$ cat src/rtl/leaf_out_arbiter_if.sv
// Stream bundle between the user words, the arbiter and the BFT output port.
// The arbiter sits on the slave side; the environment drives the master side.
interface leaf_out_arbiter_if #(
  parameter int NUM_OUT_PORTS = 2,
  parameter int PAYLOAD_BITS  = 32,
  parameter int PACKET_BITS   = 49
);
  logic [NUM_OUT_PORTS*PAYLOAD_BITS-1:0] din_leaf_user2interface;
  logic [NUM_OUT_PORTS-1:0]              vld_user2interface;
  logic [NUM_OUT_PORTS-1:0]              ack_interface2user;
  logic [PACKET_BITS-1:0]                dout_leaf_interface2bft;
  logic                                  dout_accept;
  logic                                  resend;

  modport master (
    output din_leaf_user2interface,
    output vld_user2interface,
    output dout_accept,
    output resend,
    input  ack_interface2user,
    input  dout_leaf_interface2bft
  );

  modport slave (
    input  din_leaf_user2interface,
    input  vld_user2interface,
    input  dout_accept,
    input  resend,
    output ack_interface2user,
    output dout_leaf_interface2bft
  );
endinterface

$ cat src/rtl/leaf_out_arbiter.sv
// Round-robin arbiter packing user words into BFT packets, gated by a
// per-port destination table and per-port freespace credits.
//
// state | meaning
// IDLE  | no packet held, output is all zeros
// HOLD  | packet held on the output until the BFT accepts it
module leaf_out_arbiter #(
  parameter int PACKET_BITS           = 49,
  parameter int PAYLOAD_BITS          = 32,
  parameter int NUM_LEAF_BITS         = 5,
  parameter int NUM_PORT_BITS         = 4,
  parameter int NUM_ADDR_BITS         = 7,
  parameter int NUM_OUT_PORTS         = 2,
  parameter int CREDIT_BITS           = 8,
  parameter int FREESPACE_UPDATE_SIZE = 64,
  parameter int INIT_CREDITS          = 64,
  localparam int PORT_W = (NUM_OUT_PORTS > 1) ? $clog2(NUM_OUT_PORTS) : 1
) (
  input  logic                     clk,
  input  logic                     reset,
  leaf_out_arbiter_if.slave        bus,
  input  logic                     cfg_wr,
  input  logic [PORT_W-1:0]        cfg_port,
  input  logic [NUM_LEAF_BITS-1:0] cfg_leaf,
  input  logic [NUM_PORT_BITS-1:0] cfg_dport,
  input  logic [NUM_OUT_PORTS-1:0] credit_upd
);

  localparam int CREDIT_MAX = (1 << CREDIT_BITS) - 1;

  typedef enum logic {IDLE, HOLD} state_t;

  state_t state_q, state_d;

  logic [NUM_OUT_PORTS-1:0]                    cfg_valid_q;
  logic [NUM_OUT_PORTS-1:0][NUM_LEAF_BITS-1:0] leaf_q;
  logic [NUM_OUT_PORTS-1:0][NUM_PORT_BITS-1:0] dport_q;
  logic [NUM_OUT_PORTS-1:0][NUM_ADDR_BITS-1:0] seq_q;
  logic [NUM_OUT_PORTS-1:0][CREDIT_BITS-1:0]   credit_q, credit_d;
  logic [PORT_W-1:0]                           last_grant_q;
  logic [PACKET_BITS-1:0]                      pkt_q, pkt_d;
  logic [NUM_OUT_PORTS-1:0]                    ack_q;

  logic [NUM_OUT_PORTS-1:0] eligible;
  logic [NUM_OUT_PORTS-1:0] grant_oh;
  logic                     grant_any;
  logic [PORT_W-1:0]        grant_idx;
  logic                     arb_en;

  // Arbitrate when the output register is free now or frees up this cycle.
  assign arb_en = (state_q == IDLE) || bus.dout_accept;

  always_comb begin
    eligible = '0;
    for (int i = 0; i < NUM_OUT_PORTS; i++) begin
      eligible[i] = bus.vld_user2interface[i] && cfg_valid_q[i] &&
                    (credit_q[i] != '0) && !bus.resend;
    end
  end

  always_comb begin
    int          idx;
    logic [PORT_W-1:0] idx_p;
    grant_any = 1'b0;
    grant_idx = '0;
    grant_oh  = '0;
    idx       = 0;
    idx_p     = '0;
    for (int k = 1; k <= NUM_OUT_PORTS; k++) begin
      idx = int'(last_grant_q) + k;
      if (idx >= NUM_OUT_PORTS) idx = idx - NUM_OUT_PORTS;
      idx_p = idx[PORT_W-1:0];
      if (arb_en && !grant_any && eligible[idx_p]) begin
        grant_any       = 1'b1;
        grant_idx       = idx_p;
        grant_oh[idx_p] = 1'b1;
      end
    end
  end

  always_comb begin
    state_d = state_q;
    pkt_d   = pkt_q;
    if (grant_any) begin
      state_d = HOLD;
      pkt_d   = {1'b1, leaf_q[grant_idx], dport_q[grant_idx], seq_q[grant_idx],
                 bus.din_leaf_user2interface[int'(grant_idx)*PAYLOAD_BITS +: PAYLOAD_BITS]};
    end else if (arb_en) begin
      state_d = IDLE;
      pkt_d   = '0;
    end
  end

  // Net credit change with saturation; a grant never sees a zero counter.
  always_comb begin
    int tmp;
    tmp      = 0;
    credit_d = credit_q;
    for (int i = 0; i < NUM_OUT_PORTS; i++) begin
      tmp = int'(credit_q[i]);
      if (credit_upd[i]) tmp = tmp + FREESPACE_UPDATE_SIZE;
      if (grant_oh[i])   tmp = tmp - 1;
      if (tmp > CREDIT_MAX) credit_d[i] = CREDIT_BITS'(CREDIT_MAX);
      else                  credit_d[i] = CREDIT_BITS'(tmp);
    end
  end

  always_ff @(posedge clk) begin
    if (!reset) state_q <= IDLE;
    else        state_q <= state_d;
  end

  always_ff @(posedge clk) begin
    if (!reset) begin
      pkt_q        <= '0;
      ack_q        <= '0;
      last_grant_q <= PORT_W'(NUM_OUT_PORTS - 1);
      cfg_valid_q  <= '0;
      leaf_q       <= '0;
      dport_q      <= '0;
      seq_q        <= '0;
      for (int i = 0; i < NUM_OUT_PORTS; i++) credit_q[i] <= CREDIT_BITS'(INIT_CREDITS);
    end else begin
      pkt_q    <= pkt_d;
      ack_q    <= grant_oh;
      credit_q <= credit_d;
      if (grant_any) last_grant_q <= grant_idx;
      for (int i = 0; i < NUM_OUT_PORTS; i++) begin
        if (grant_oh[i]) seq_q[i] <= seq_q[i] + 1'b1;
      end
      // Table writes land after this cycle's grant, so held packets keep old fields.
      if (cfg_wr && (int'(cfg_port) < NUM_OUT_PORTS)) begin
        leaf_q[cfg_port]      <= cfg_leaf;
        dport_q[cfg_port]     <= cfg_dport;
        cfg_valid_q[cfg_port] <= 1'b1;
      end
    end
  end

  assign bus.dout_leaf_interface2bft = pkt_q;
  assign bus.ack_interface2user      = ack_q;

endmodule
$ cat src/flat_wrapper.sv
// flat-port wrapper written by rule: the top's interface ports become plain ports
module leaf_out_arbiter_flat 
#(
  parameter int PACKET_BITS           = 49,
  parameter int PAYLOAD_BITS          = 32,
  parameter int NUM_LEAF_BITS         = 5,
  parameter int NUM_PORT_BITS         = 4,
  parameter int NUM_ADDR_BITS         = 7,
  parameter int NUM_OUT_PORTS         = 2,
  parameter int CREDIT_BITS           = 8,
  parameter int FREESPACE_UPDATE_SIZE = 64,
  parameter int INIT_CREDITS          = 64,
  localparam int PORT_W = (NUM_OUT_PORTS > 1) ? $clog2(NUM_OUT_PORTS) : 1
)
  (clk, reset, cfg_wr, cfg_port, cfg_leaf, cfg_dport, credit_upd, bus_din_leaf_user2interface, bus_vld_user2interface, bus_dout_accept, bus_resend, bus_ack_interface2user, bus_dout_leaf_interface2bft);
  leaf_out_arbiter_if #(.NUM_OUT_PORTS(NUM_OUT_PORTS), .PAYLOAD_BITS(PAYLOAD_BITS), .PACKET_BITS(PACKET_BITS)) bus_i ();
  input  logic clk;
  input  logic reset;
  input  logic cfg_wr;
  input  logic [PORT_W-1:0] cfg_port;
  input  logic [NUM_LEAF_BITS-1:0] cfg_leaf;
  input  logic [NUM_PORT_BITS-1:0] cfg_dport;
  input  logic [NUM_OUT_PORTS-1:0] credit_upd;
  input wire logic [$bits(bus_i.din_leaf_user2interface)-1:0] bus_din_leaf_user2interface;
  input wire logic [$bits(bus_i.vld_user2interface)-1:0] bus_vld_user2interface;
  input wire logic [$bits(bus_i.dout_accept)-1:0] bus_dout_accept;
  input wire logic [$bits(bus_i.resend)-1:0] bus_resend;
  output wire logic [$bits(bus_i.ack_interface2user)-1:0] bus_ack_interface2user;
  output wire logic [$bits(bus_i.dout_leaf_interface2bft)-1:0] bus_dout_leaf_interface2bft;
  assign bus_i.din_leaf_user2interface = bus_din_leaf_user2interface;
  assign bus_i.vld_user2interface = bus_vld_user2interface;
  assign bus_i.dout_accept = bus_dout_accept;
  assign bus_i.resend = bus_resend;
  assign bus_ack_interface2user = bus_i.ack_interface2user;
  assign bus_dout_leaf_interface2bft = bus_i.dout_leaf_interface2bft;
  leaf_out_arbiter #(.PACKET_BITS(PACKET_BITS), .PAYLOAD_BITS(PAYLOAD_BITS), .NUM_LEAF_BITS(NUM_LEAF_BITS), .NUM_PORT_BITS(NUM_PORT_BITS), .NUM_ADDR_BITS(NUM_ADDR_BITS), .NUM_OUT_PORTS(NUM_OUT_PORTS), .CREDIT_BITS(CREDIT_BITS), .FREESPACE_UPDATE_SIZE(FREESPACE_UPDATE_SIZE), .INIT_CREDITS(INIT_CREDITS)) u_core (.clk(clk), .reset(reset), .bus(bus_i), .cfg_wr(cfg_wr), .cfg_port(cfg_port), .cfg_leaf(cfg_leaf), .cfg_dport(cfg_dport), .credit_upd(credit_upd));
endmodule
$ cat config.mk
export PLATFORM = sky130hd
export DESIGN_NAME = leaf_out_arbiter_flat
export DESIGN_NICKNAME = d
export VERILOG_FILES = /design/src/rtl/leaf_out_arbiter_if.sv /design/src/rtl/leaf_out_arbiter.sv /design/src/flat_wrapper.sv
export SDC_FILE = /design/constraint.sdc
export NUM_CORES = 1
export LEC_CHECK = 0
export ABC_AREA = 1
export ABC_CLOCK_PERIOD_IN_PS = 2400
export BUFFER_PORTS_ARGS = -buffer_cell sky130_fd_sc_hd__buf_2
export CAP_MARGIN = 10
export CORE_ASPECT_RATIO = 0.8
export CORE_UTILIZATION = 54
export DETAILED_ROUTE_END_ITERATION = 6
export PLACE_DENSITY = 0.85
export SLEW_MARGIN = 30
export SYNTH_ARGS = -nofsm -noshare
export SYNTH_HDL_FRONTEND = slang
export SYNTH_SLANG_ARGS = --single-unit
export TNS_END_PERCENT = 30
$ cat constraint.sdc
create_clock -name clk -period 2.4 [get_ports clk]
set_input_delay 0.36 -clock clk [delete_from_list [all_inputs] [get_ports clk]]
set_output_delay 0.36 -clock clk [all_outputs]
set_load 0.005 [all_outputs]
==> metrics list <==
- Status: completed
* Register area share after synthesis: about 39%
- Synthesis handed over a netlist of between 700 and 800 instances.
* Area share of the largest cell type after synthesis: between 30% and 40%
- The first routing iteration left roughly 470 violations.
- Clock insertion delay at the later pin of the skew report: 0.34 ns
- Type of the worst min-delay path: in2reg
* FFs w/ async S/R, synth: 0%
- In this run the tool buffered the top-level ports with between 100 and 150 buffer cells.
* Number of rows in the core area: 31
* Mean cell area of the mapped netlist: about 7.1 um^2
- Total power: a little over 4 mW
* Multi-input logic area: 2610 um^2
- Warnings from Yosys: 0
- The repair_antennas step left the layout with diodes totalling 0.
- After clock tree synthesis, the clock-pin slew on the worst setup and hold paths is roughly 0.07 ns.
* Slew at the pin closest to its max-slew limit: between 0.7 and 0.8 ns
- Once layout is complete, the utilization of the core stands at approximately two thirds.
- Vias: between 5000 and 6000
- Relative to the synthesized area, the layout overhead comes to 18.7%.
- Maximum achievable frequency: around 450 MHz
- Counting tap cells, the placed design contains a total of just under 1000 instances.
- The count of endpoints failing hold in the final timing report was 0.
* Detailed Place HPWL: between 8000 and 9000 um
- Headroom to the max-slew limit: a little over half
- Cell accounting for the most synthesized area: sky130_fd_sc_hd__dfxtp_1
* Total length of routed wires: ~12000 um
* Leakage power total: roughly 2.9 nW
- For this design the top-level I/O count stands at approximately 130.
* Primary FF master, synth: sky130_fd_sc_hd__dfxtp_1
* Number of pins with negative max-slew slack in the final report: 0
- Summing all flip-flop and latch instances after layout gives between 2000 and 2500 um^2.
* Standard cell core area: just over 9000 um^2
* Number of max-cap violations: 0
* Antenna violations before repair: 1
- Number of enable-type register cells in the synthesized netlist: 0
- After the last flow step, the layout net total stands at between 900 and 1000.
- Global routing used between 20% and 30% of the available tracks.
- Total CTS buffers: 9
- Count of clock tree sinks: about 100
- Fin cells: 983
- The worst path needs about 2.2 ns of the cycle, external delays included.
- Initial core utilization: 57.1%
- For the worst setup path, the data required time is 2.67 ns.
- Setup total negative slack on the finished layout was measured at 0 ns.
- The critical path in this run is classified as reg2reg.
* Fraction of the cycle the final worst path needs: 92.5%
- Across the VDD grid, the largest voltage drop is around 0.31 mV.
- Share of layout cells above drive strength 1: 21.8%
- Number of failing setup endpoints in the final timing report: 0
- Worst-case clock buffer depth: 2
- In the post-synthesis netlist, the cell with the most instances is sky130_fd_sc_hd__nand2_1.
* Number of DRC violations after detailed routing: 0
- At the worst endpoint, the arrival time is 2.49 ns.
- Leading post-synthesis cells by instance count: 180 x sky130_fd_sc_hd__nand2_1, 102 x sky130_fd_sc_hd__dfxtp_1, 100 x sky130_fd_sc_hd__inv_1
* DIE WIDTH: roughly 110 um
- In this run, distinct cell masters in the synthesized netlist total 33.
* Final ANT Viol Nets: 0
* Summed instance area of the synthesized netlist: around 5300 um^2
- Synthesis produced a netlist with a net count of between 800 and 900.
- Largest net degree at the start of global routing: between 40 and 50
- Post-CTS Setup Repair Bufs: 0
- Routability congestion estimate: about 0.87
- Counting the fill cells in the layout gives 776.
- CTS built an H-tree with a depth of 3.
- Vias per cell: about 5
- In the final routed layout, each cell accounts on average for 12.5 um.
- Synthesis-stage register bit count: between 100 and 150
- In this run the power density over the cells is ~650 nW/um^2.
- In this run the clock root is driven by a sky130_fd_sc_hd__clkbuf_16.
* Setup Slack @ Placement: about 0.22 ns
* Number of search-and-repair iterations in the first detailed-routing pass: 5
- The first global-routing pass estimated about 21000 um of wire.
* Total of cells resized after clock tree synthesis: 0
- The worst setup path is launched from a register.
- Area contributors post-synth: sky130_fd_sc_hd__dfxtp_1 39%, sky130_fd_sc_hd__nand2_1 13%, sky130_fd_sc_hd__a21oi_1 8.6%
- Of all nets on the critical path, the largest fanout is 36.
* Area enclosed by the die boundary: around 10000 um^2
* Remaining Overflow, GRT: 0
- The via count of the first global-routing pass came to roughly 4600.
- TritonCTS built the clock tree.
- Crit path setup slack, layout: between 0.15 and 0.2 ns
- The worst setup path is captured at a register.
- Worst setup skew after layout: 0.00859 ns
* Unrepaired setup endpoints after global routing: false
* Die height: a little over 90 um
- Hold_buf cts: 0
==> flip-flops by register name, summed over array words and instances (netlist names) <==
register	cells
u_core.cfg_valid_q	2
u_core.dport_q	8
u_core.leaf_q	10
u_core.bus.ack_interface2user	2
u_core.seq_q	14
u_core.bus.dout_leaf_interface2bft	49
u_core.credit_q	16
u_core.last_grant_q	1
==> worst max-delay path, stage by stage, from the launching register on <==
cell and delay (ns):
sky130_fd_sc_hd__dfxtp_1 0.38, sky130_fd_sc_hd__inv_1 0.10, sky130_fd_sc_hd__ha_1 0.21, sky130_fd_sc_hd__nand2_1 0.06, sky130_fd_sc_hd__inv_1 0.04, sky130_fd_sc_hd__nand3_2 0.08
sky130_fd_sc_hd__nand2_4 0.09, sky130_fd_sc_hd__nor2_8 0.25, sky130_fd_sc_hd__buf_4 0.44, sky130_fd_sc_hd__o21bai_1 0.16, sky130_fd_sc_hd__nand2_1 0.10, sky130_fd_sc_hd__nand2_2 0.09
sky130_fd_sc_hd__a21oi_1 0.15
==> stage by stage <==
step / hold WS (ns) / cell area (um^2)
floorplan: 0.423 / 5300
global placement: 0.440 / 5970
detailed placement: 0.442 / 5970
CTS: 0.304 / 6290
global route: 0.329 / 6290
finish: 0.316 / 6290
==> kinds of logic after synthesis <==
kind of cell               share of synthesized area [%]
xor gates and xnor gates                            1.65
adders and majority gates                           2.60
DFF                                                 38.6
AOI/OAI and AO/OA                                   19.0
and+or+nand+nor                                     25.9
buffers and inverters                               12.2
==> cell usage in the layout, fill, tap and decap left out, types with 2 or more instances in the layout <==
cell type / instances
sky130_fd_sc_hd__nor2_2: 3
sky130_fd_sc_hd__inv_1: 100
sky130_fd_sc_hd__clkbuf_8: 3
sky130_fd_sc_hd__dfxtp_1: 102
sky130_fd_sc_hd__inv_2: 4
sky130_fd_sc_hd__nor3_1: 10
sky130_fd_sc_hd__clkbuf_16: 9
sky130_fd_sc_hd__xor2_1: 8
sky130_fd_sc_hd__nand2_1: 180
sky130_fd_sc_hd__inv_6: 2
sky130_fd_sc_hd__o21bai_2: 8
sky130_fd_sc_hd__buf_2: 133
sky130_fd_sc_hd__nand3_2: 2
sky130_fd_sc_hd__xnor2_1: 2
sky130_fd_sc_hd__o21ai_0: 46
sky130_fd_sc_hd__nand4_1: 2
sky130_fd_sc_hd__nor2_8: 2
sky130_fd_sc_hd__buf_12: 3
sky130_fd_sc_hd__buf_4: 7
sky130_fd_sc_hd__nor2_1: 26
sky130_fd_sc_hd__nand3_1: 68
sky130_fd_sc_hd__o21bai_1: 26
sky130_fd_sc_hd__ha_1: 11
sky130_fd_sc_hd__a21oi_1: 91
sky130_fd_sc_hd__nand2_2: 3
sky130_fd_sc_hd__nor2_4: 4
sky130_fd_sc_hd__o21ai_1: 4
==> final timing paths <==
kind | from | end | slack [ns] | cells past startpoint
setup / recovery | u_core.credit_q[0] | u_core.credit_q[8] | 0.18 | 12
hold reg to reg | u_core.leaf_q[3] | u_core.leaf_q[3] | 0.46 | 2
hold / removal | cfg_dport[0] | u_core.dport_q[4] | 0.32 | 3
setup reg to reg | u_core.credit_q[0] | u_core.credit_q[8] | 0.18 | 12
==> metal layers <==
| layer | GRT usage, % | vias to the layer above | wire, um |
|---|---|---|---|
| met5 | 0 | - | 13 |
| met4 | 8.78 | 2 | 182 |
| met3 | 5.70 | 19 | 579 |
| met2 | 40.2 | 143 | 5720 |
| met1 | 34.1 | 2244 | 5760 |
| li1 | - | 2627 | - |
==> final cells by class <==
cell class	instances	area share, %
multi-input cells	503	41.6
clock inverters	3	0.756
repair buffers	143	12.4
well taps	115	2.29
inverters	104	6.21
flip-flops and latches	102	32.5
clock buffers	13	4.30
==> where the power goes <==
| group | internal, mW | switching, mW | total (mW) |
|---|---|---|---|
| logic | 0.297 | 0.449 | 0.746 |
| clock network | 0.902 | 0.615 | 1.52 |
| registers | 1.77 | 0.0529 | 1.83 |
(Power assumes the default switching activity.)
